$ cat src/rtl/tlb_entry_ctrl.sv
// 8-entry instruction TLB store with fill / single-page invalidate / full-flush FSM.
// Fill and invalidate ack one cycle after the request is sampled in IDLE, flush acks after 8 cycles; busy holds off fetch meanwhile.
module tlb_entry_ctrl #(
    parameter int N_ENT = 8,
    parameter int ENT_W = 44,
    parameter int VPN_W = 20
) (
    input  logic                     clk,
    input  logic                     rst,
    input  logic                     fill_req,
    input  logic [VPN_W-1:0]         fill_vpn,
    input  logic [VPN_W-1:0]         fill_pfn,
    input  logic                     fill_present,
    input  logic                     fill_rw,
    input  logic                     fill_pcd,
    output logic                     fill_ack,
    input  logic                     invp_req,
    input  logic [VPN_W-1:0]         invp_vpn,
    output logic                     invp_ack,
    input  logic                     flush_req,
    output logic                     flush_ack,
    output logic                     busy,
    output logic [N_ENT*ENT_W-1:0]   TLB
);

    localparam int IDX_W = $clog2(N_ENT);
    localparam int V_BIT = 3;
    localparam logic [IDX_W-1:0] LAST_IDX = IDX_W'(N_ENT - 1);

    localparam logic [1:0] S_IDLE  = 2'd0;
    localparam logic [1:0] S_FILL  = 2'd1;
    localparam logic [1:0] S_INVP  = 2'd2;
    localparam logic [1:0] S_FLUSH = 2'd3;

    logic [1:0]                      state;
    logic [N_ENT-1:0][ENT_W-1:0]     tlb_q;
    logic [IDX_W-1:0]                rr_ptr;
    logic [IDX_W-1:0]                flush_idx;

    logic                            hit_found;
    logic [IDX_W-1:0]                hit_idx;
    logic                            free_found;
    logic [IDX_W-1:0]                free_idx;
    logic [IDX_W-1:0]                victim;

    // Descending scans so the lowest matching index wins.
    always_comb begin
        hit_found  = 1'b0;
        hit_idx    = '0;
        free_found = 1'b0;
        free_idx   = '0;
        for (int i = N_ENT - 1; i >= 0; i--) begin
            if (tlb_q[i][V_BIT] && (tlb_q[i][ENT_W-1 -: VPN_W] == fill_vpn)) begin
                hit_found = 1'b1;
                hit_idx   = IDX_W'(i);
            end
            if (!tlb_q[i][V_BIT]) begin
                free_found = 1'b1;
                free_idx   = IDX_W'(i);
            end
        end
        if (hit_found)
            victim = hit_idx;
        else if (free_found)
            victim = free_idx;
        else
            victim = rr_ptr;
    end

    always_ff @(posedge clk or posedge rst) begin
        if (rst) begin
            state     <= S_IDLE;
            tlb_q     <= '0;
            rr_ptr    <= '0;
            flush_idx <= '0;
        end else begin
            case (state)
                S_IDLE: begin
                    if (flush_req) begin
                        state     <= S_FLUSH;
                        flush_idx <= '0;
                    end else if (invp_req) begin
                        state <= S_INVP;
                    end else if (fill_req) begin
                        state <= S_FILL;
                    end
                end
                S_FILL: begin
                    tlb_q[victim] <= {fill_vpn, fill_pfn, 1'b1, fill_present, fill_rw, fill_pcd};
                    if (!hit_found && !free_found)
                        rr_ptr <= rr_ptr + 1'b1;
                    state <= S_IDLE;
                end
                S_INVP: begin
                    for (int i = 0; i < N_ENT; i++) begin
                        if (tlb_q[i][ENT_W-1 -: VPN_W] == invp_vpn)
                            tlb_q[i][V_BIT] <= 1'b0;
                    end
                    state <= S_IDLE;
                end
                S_FLUSH: begin
                    tlb_q[flush_idx][V_BIT] <= 1'b0;
                    flush_idx <= flush_idx + 1'b1;
                    if (flush_idx == LAST_IDX) begin
                        rr_ptr <= '0;
                        state  <= S_IDLE;
                    end
                end
                default: state <= S_IDLE;
            endcase
        end
    end

    assign fill_ack  = (state == S_FILL);
    assign invp_ack  = (state == S_INVP);
    assign flush_ack = (state == S_FLUSH) && (flush_idx == LAST_IDX);
    assign busy      = (state != S_IDLE);
    assign TLB       = tlb_q;

endmodule

$ cat config.mk
export PLATFORM = sky130hd
export DESIGN_NAME = tlb_entry_ctrl
export DESIGN_NICKNAME = d
export VERILOG_FILES = /design/src/rtl/tlb_entry_ctrl.sv
export SDC_FILE = /design/constraint.sdc
export NUM_CORES = 1
export LEC_CHECK = 0
export BUFFER_PORTS_ARGS = -buffer_cell sky130_fd_sc_hd__buf_2
export CORE_MARGIN = 3
export CORE_UTILIZATION = 33
export CTS_CLUSTER_DIAMETER = 100
export DETAILED_ROUTE_END_ITERATION = 16
export PLACE_DENSITY = 0.55
export SKIP_LAST_GASP = 1
export SLEW_MARGIN = 20
export SYNTH_ARGS = -nofsm -noshare
export SYNTH_HDL_FRONTEND = slang
export SYNTH_SLANG_ARGS = --single-unit
$ cat constraint.sdc
create_clock -name clk -period 11.6 [get_ports clk]
set_clock_uncertainty 0.1 [all_clocks]
set_input_delay 1.16 -clock clk [delete_from_list [all_inputs] [get_ports clk]]
set_output_delay 1.16 -clock clk [all_outputs]
set_load 0.01 [all_outputs]
==> flow_summary_export.csv, run 1 <==
group,metric,value,unit
outcome,status,"finished, final reports clean",
yosys,ys_ff_latch,360,
yosys,synth_top_family_by_area,"multiplexers",
sta,setup_viol,0,
place,portBuffers,423,
yosys,synth_edf_count,0,
power,powerDensity,270,nW/µm²
critical_path,criticalPathCategory,"in -> reg",
finish,mostFrequentLayoutCells,"buf_2, dfrtp_1, mux2_2",
critical_path,worstSetupEndpointType,"register",
detailed_routing,wl_per_cell,29.0,µm
place,gp_congestion,0.921,
die,core,53300,µm²
grt,grt_pass1_vias,14127,
finish,drive_gt1_share,47.2,%
power,irDropWorstVdd,0.156,mV
sta,finalHoldViolCount,0,
sta,slew_viol_final,0,
finish,fillers,5106,
worst_hold_path,hold_path.class,"reg -> reg",
cts,cts_tree,"built",
sta,fin_ws,6340,ps
place,dp_hpwl,53800,µm
critical_path,start_kind,"input pin",
yosys,synthXorXnorAreaFrac,15.7,%
cts,htree_levels,2,
sta,layout_min_cycle_time,5260,ps
die,initial_core_util,33.8,%
finish,final_cells,2518,
sta,finalCritPeriodShare,45.3,%
place,place_ws,5920,ps
cts,clk_latency,580,ps
grt,grt_pass1_wl,103000,µm
sta,slew_headroom,19.7,%
place,dp_cells,2442,
critical_path,required,11950,ps
grt,grt_usage,25.0,%
yosys,mappedNetlistArea,18000,µm²
sta,rsz0062_at_grt,"false",
detailed_routing,vias,13441,
yosys,ys_async_sr_fraction,100,%
grt,grt_max_degree,177,
detailed_routing,antenna_left,0,
finish,syn_to_final_growth,22.5,%
cts,clock_path_buffers,3,
yosys,synthSimpleGateAreaFrac,7.88,%
detailed_routing,first_pass_iters,5,
cts,path_clk_slew,60,ps
yosys,synth.area.mux_share,21.6,%
yosys,yosysTopAreaCell,"dfrtp_1",
yosys,synth_top_cell_area_share,50.0,%
die,dieWidth,240,µm
sta,whs,379,ps
finish,layout_commonest_cell,"buf_2",
yosys,synth_seq_area_share,50.0,%
yosys,syn_inst,1415,
power,p_leak,10.3,nW
detailed_routing,via_per_inst,5.34,
yosys,syn_nets,1486,
cts,root_buffer,"clkbuf_16",
die,row_count,84,
yosys,ys_top_cells_by_area,"dfrtp_1, mux2_2, xnor2_1",
cts,cts_setup_buffers,0,
yosys,ys.flop_type,"dfrtp_1",
detailed_routing,drtIter0Drc,756,
run,maxCapViolations,0,
yosys,synthAdderAreaFrac,0.208,%
sta,worst_slew_pin_slew,1190,ps
yosys,synth-compound-area-share,1.79,%
grt,gr-total-overflow,0,
detailed_routing,routed_wl,72900,µm
cts,cts_sinks,360,
yosys,yosys_warnings,0,
critical_path,crit_arrival,5610,ps
finish,final_net_count,1870,
detailed_routing,drc,0,
die,die_area,57400,µm²
critical_path,critPathMaxFanout,32,
cts,post_cts_resized,0,
yosys,syn_avg_cell_area,12.7,µm²
grt,grt_antenna_before_repair,3,
cts,postCtsHoldBufs,0,
die,ios,424,
yosys,synthDistinctLibCells,53,
sta,tns,0,ps
die,die_y,240,µm
cts,cts_made_buffers,43,
sta,max_freq,190,MHz
==> cell type report <==
| cell class | instances | area, µm² | share of cell area, % |
|---|---|---|---|
| sequential | 360 | 9010 | 40.8 |
| multi-input combinational | 949 | 8520 | 38.6 |
| timing repair buffer | 438 | 2250 | 10.2 |
| clock buffer | 58 | 1190 | 5.41 |
| tap | 688 | 861 | 3.90 |
| clock inverter | 15 | 186 | 0.845 |
| inverter | 7 | 33.8 | 0.153 |
| antenna | 3 | 7.51 | 0.0340 |
==> Yosys cell counts, types with 7 or more instances <==
library cell	number
nor2_1	10
dfrtp_1	360
inv_1	7
nor3b_1	11
mux2_2	341
clkbuf_1	26
nor4b_1	7
nand3_1	26
nand2_1	21
nand4_1	83
or2_2	9
xnor2_1	227
nor4_1	43
o21ai_0	13
buf_2	67
xor2_1	96
==> cells by family after synthesis <==
logic type                 Yosys count
adders and majority gates            3
buffers and inverters              106
DFF                                360
xor gates and xnor gates           323
muxes                              345
AOI/OAI and AO/OA                   43
and+or+nand+nor                    235
==> layer usage <==
| metal | global-route usage [%] | wire length (µm) | vias up |
|---|---|---|---|
| met1 | 31.3 | 29500 | 7007 |
| met5 | 0 | 0 | - |
| met3 | 5.95 | 5420 | 129 |
| met2 | 41.8 | 35100 | 533 |
| li1 | - | - | 5772 |
| met4 | 9.71 | 2830 | 0 |
==> worst paths after layout <==
kind | start | to | slack, ps | cells after the start
worst max-delay path | fill_vpn[9] | TLB[110] | 6340 | 10
worst min register to register | TLB[228] | TLB[228] | 380 | 1
worst min-delay path | TLB[228] | TLB[228] | 380 | 1
min in group asynchronous | rst | TLB[0] | 590 | 2
worst max register to register | TLB[297] | TLB[110] | 6820 | 9
max in group asynchronous | rst | TLB[245] | 9330 | 3
==> per-stage QoR <==
step / area [µm²] / power [W] / util (%)
floorplan: 18000 / 0.00350 / -
detailed placement: 20700 / 0.00463 / 38.8
global route: 22100 / 0.00626 / 41.4
global placement: 20700 / 0.00461 / 38.8
CTS: 22000 / 0.00601 / 41.4
finish: 22100 / 0.00596 / 41.4
==> report_power, final <==
group | switching (W) | internal (W) | total (W) | leakage, nW
Clock | 0.000556 | 0.000790 | 0.00135 | 0.682
Combinational | 0.00121 | 0.00108 | 0.00229 | 5.00
Sequential | 0.000596 | 0.00172 | 0.00232 | 4.60
Total | 0.00236 | 0.00359 | 0.00596 | 10.3
==> sequential cells by signal, indices dropped and copies added, names as in the netlist <==
signal,flops
rr_ptr,3
state,2
flush_idx,3
TLB,352
==> critical path: stages <==
cell      delay [ps]
buf_2            260
xnor2_1          550
nand4_1          140
or4_1            660
nor2_1           190
o311ai_1         250
a21oi_2          550
nand4b_1         830
buf_4            590
mux2_2           350
No activity file was read; power rests on OpenSTA's default activity.
==> inputs of run 2 (changes only) <==
Settings changed: PLACE_DENSITY 0.55 to 0.53.
Clock period 11.6 ns to 5 ns, I/O delays scaled along.
==> flow_summary_export.csv, run 2 (same netlist as run 1, synthesis figures left out) <==
group,metric,value,unit
power,p_total,0.0138,W
grt,grt_max_degree,126,
sta,setup_viol,0,
grt,grt_antenna_before_repair,2,
worst_hold_path,hold_path_end,"state[1]",
place,dp_cells,2450,
cts,cts_tree,"built",
cts,root_buffer,"clkbuf_16",
detailed_routing,antenna_left,0,
grt,grt_busiest_layer,"met2",
sta,slew_viol_final,0,
power,powerDensity,622,nW/µm²
detailed_routing,routed_wl,72200,µm
critical_path,worstSetupEndpointType,"register",
cts,htree_levels,2,
finish,final_net_count,1879,
cts,cts_made_buffers,43,
sta,tns,0,ps
cts,clk_latency,590,ps
die,dieWidth,240,µm
detailed_routing,drc,0,
grt,gr-usage-met2,40.3,%
grt,grt_pass1_wl,102000,µm
critical_path,criticalPathCategory,"reg -> reg",
power,switching_share,39.7,%
run,maxCapViolations,0,
finish,drive_gt1_share,47.2,%
finish,syn_to_final_growth,22.9,%
sta,finalHoldViolCount,0,
outcome,status,"finished, final reports clean",
critical_path,required,5350,ps
power,irDropWorstVdd,0.332,mV
grt,gr-total-overflow,0,
critical_path,crit_arrival,4040,ps
die,row_count,84,
critical_path,r2r_cells,9,
power,p_comb_share,38.7,%
critical_path,r2r-start,"TLB[295]",
sta,rsz0062_at_grt,"false",
critical_path,cp_cell_sequence,"xnor2_1, nand4_1, or4_1, nor2_1, o311ai_1, a21oi_2, nand4_1, buf_4, mux2_2",
place,gp_congestion,1.02,
power,clkPwrFrac,22.2,%
power,seqPwrFrac,39.1,%
detailed_routing,via_per_inst,5.38,
detailed_routing,first_pass_iters,5,
grt,met3_usage,6.09,%
die,initial_core_util,33.8,%
sta,layout_min_cycle_time,3700,ps
grt,grt_pass1_vias,14102,
detailed_routing,wl_per_cell,28.6,µm
finish,final_cells,2524,
place,dp_hpwl,53000,µm
finish,largest_register_ff_count,352,
finish,layout_commonest_cell,"buf_2",
finish,fillers,5195,
finish,mostFrequentLayoutCells,"buf_2, dfrtp_1, mux2_2",
grt,grt_usage,24.7,%
critical_path,crit_slowest_cell,"or4_1",
sta,slew_headroom,17.3,%
critical_path,start_kind,"register",
die,die_area,57400,µm²
worst_hold_path,hp-start,"invp_req",
worst_hold_path,hold_path.class,"in -> reg",
detailed_routing,drtIter0Drc,1168,
sta,max_freq,270,MHz
detailed_routing,vias,13585,
cts,path_clk_slew,60,ps
worst_hold_path,hold_depth,3,
cts,clock_path_buffers,3,
critical_path,critPathMaxStageDelay,610,ps
critical_path,r2r_end,"TLB[304]",
critical_path,r2r_setup_slack,1300,ps
cts,cts_setup_buffers,0,
critical_path,critPathMaxFanout,25,
grt,met1_usage,31.6,%
place,portBuffers,423,
critical_path,critical-path-top-delay-family,"simple AND/OR/NAND/NOR gates",
sta,worst_slew_pin_slew,1230,ps
power,p_leak,10.3,nW
critical_path,path_buf_inv,1,
cts,cts_sinks,360,
die,die_y,240,µm
cts,post_cts_resized,0,
power,p_int,0.00831,W
critical_path,crit_top_cell,"nand4_1",
sta,finalCritPeriodShare,73.9,%
power,switchingPower,0.00546,W
finish,final_util,41.6,%
die,core,53300,µm²
die,ios,424,
==> run 2: cell types whose count changed in the layout (fill, tap and decap cells not counted), moves of 2 or more <==
| cell | delta |
|---|---|
| buf_6 | -2 |
| diode_2 | -2 |
| clkinvlp_4 | +4 |
| clkbuf_1 | +3 |
| buf_12 | +5 |
| buf_4 | +5 |
| clkinv_2 | -4 |
| clkbuf_8 | -4 |
==> run 2: worst register-to-register path, stage by stage, from the launching register on <==
cell and delay, ps:
dfrtp_1 440, xnor2_1 440, nand4_1 140, or4_1 610, nor2_1 170, o311ai_1 160, a21oi_2 520, nand4_1 300
buf_4 350, mux2_2 340
==> run 2: power by group through the flow <==
stage / Clock, W / Sequential [W] / Combinational, W
2_1_floorplan: 0 / 0.00543 / 0.00268
3_3_place_gp: 0 / 0.00537 / 0.00534
3_5_place_dp: 0 / 0.00540 / 0.00537
4_1_cts: 0.00315 / 0.00538 / 0.00540
5_1_grt: 0.00327 / 0.00552 / 0.00571
6_report: 0.00306 / 0.00538 / 0.00534
==> run 2: repair_timing <==
item                       CTS  global route
setup endpoints to repair    0             0
hold buffers                 1             0
hold endpoints to repair    20             0
==> run 2: per-stage QoR <==
step | area (µm²) | worst slack, ps | hold WS [ps]
final | 22100 | 1300 | 137
after global routing | 22100 | 1160 | 137
after CTS | 22100 | 1340 | 85.0
after detailed placement | 20800 | 900 | 372
after global placement | 20800 | 994 | 372
after floorplan | 18000 | -426 | 377
==> run 2: worst max path at each step <==
| stage | start | end | slack (ps) | cells past startpoint |
|---|---|---|---|---|
| final | TLB[295] | TLB[304] | 1300 | 9 |
| after global routing | TLB[202] | TLB[220] | 1160 | 9 |
| after CTS | TLB[346] | TLB[229] | 1340 | 9 |
| after detailed placement | fill_vpn[14] | TLB[235] | 900 | 10 |
| after global placement | fill_vpn[6] | TLB[296] | 990 | 10 |
| after floorplan | rst | TLB[0] | -430 | 1 |
==> run 2: final cells by class <==
| type | instances | area [µm²] | share of cell area, % |
|---|---|---|---|
| tap | 688 | 861 | 3.89 |
| clock inverter | 15 | 198 | 0.893 |
| inverter | 7 | 30.0 | 0.136 |
| clock buffer | 57 | 1150 | 5.19 |
| sequential | 360 | 9010 | 40.7 |
| timing repair buffer | 447 | 2370 | 10.7 |
| antenna | 1 | 2.50 | 0.0113 |
| multi-input combinational | 949 | 8520 | 38.5 |
==> run 2: metal layers <==
layer  vias to the layer above  part of all wire [%]
met5                         -                     0
met1                      6977                    40
met4                         0                   4.2
met2                       672                    47
met3                       148                   8.7
li1                       5788                     -
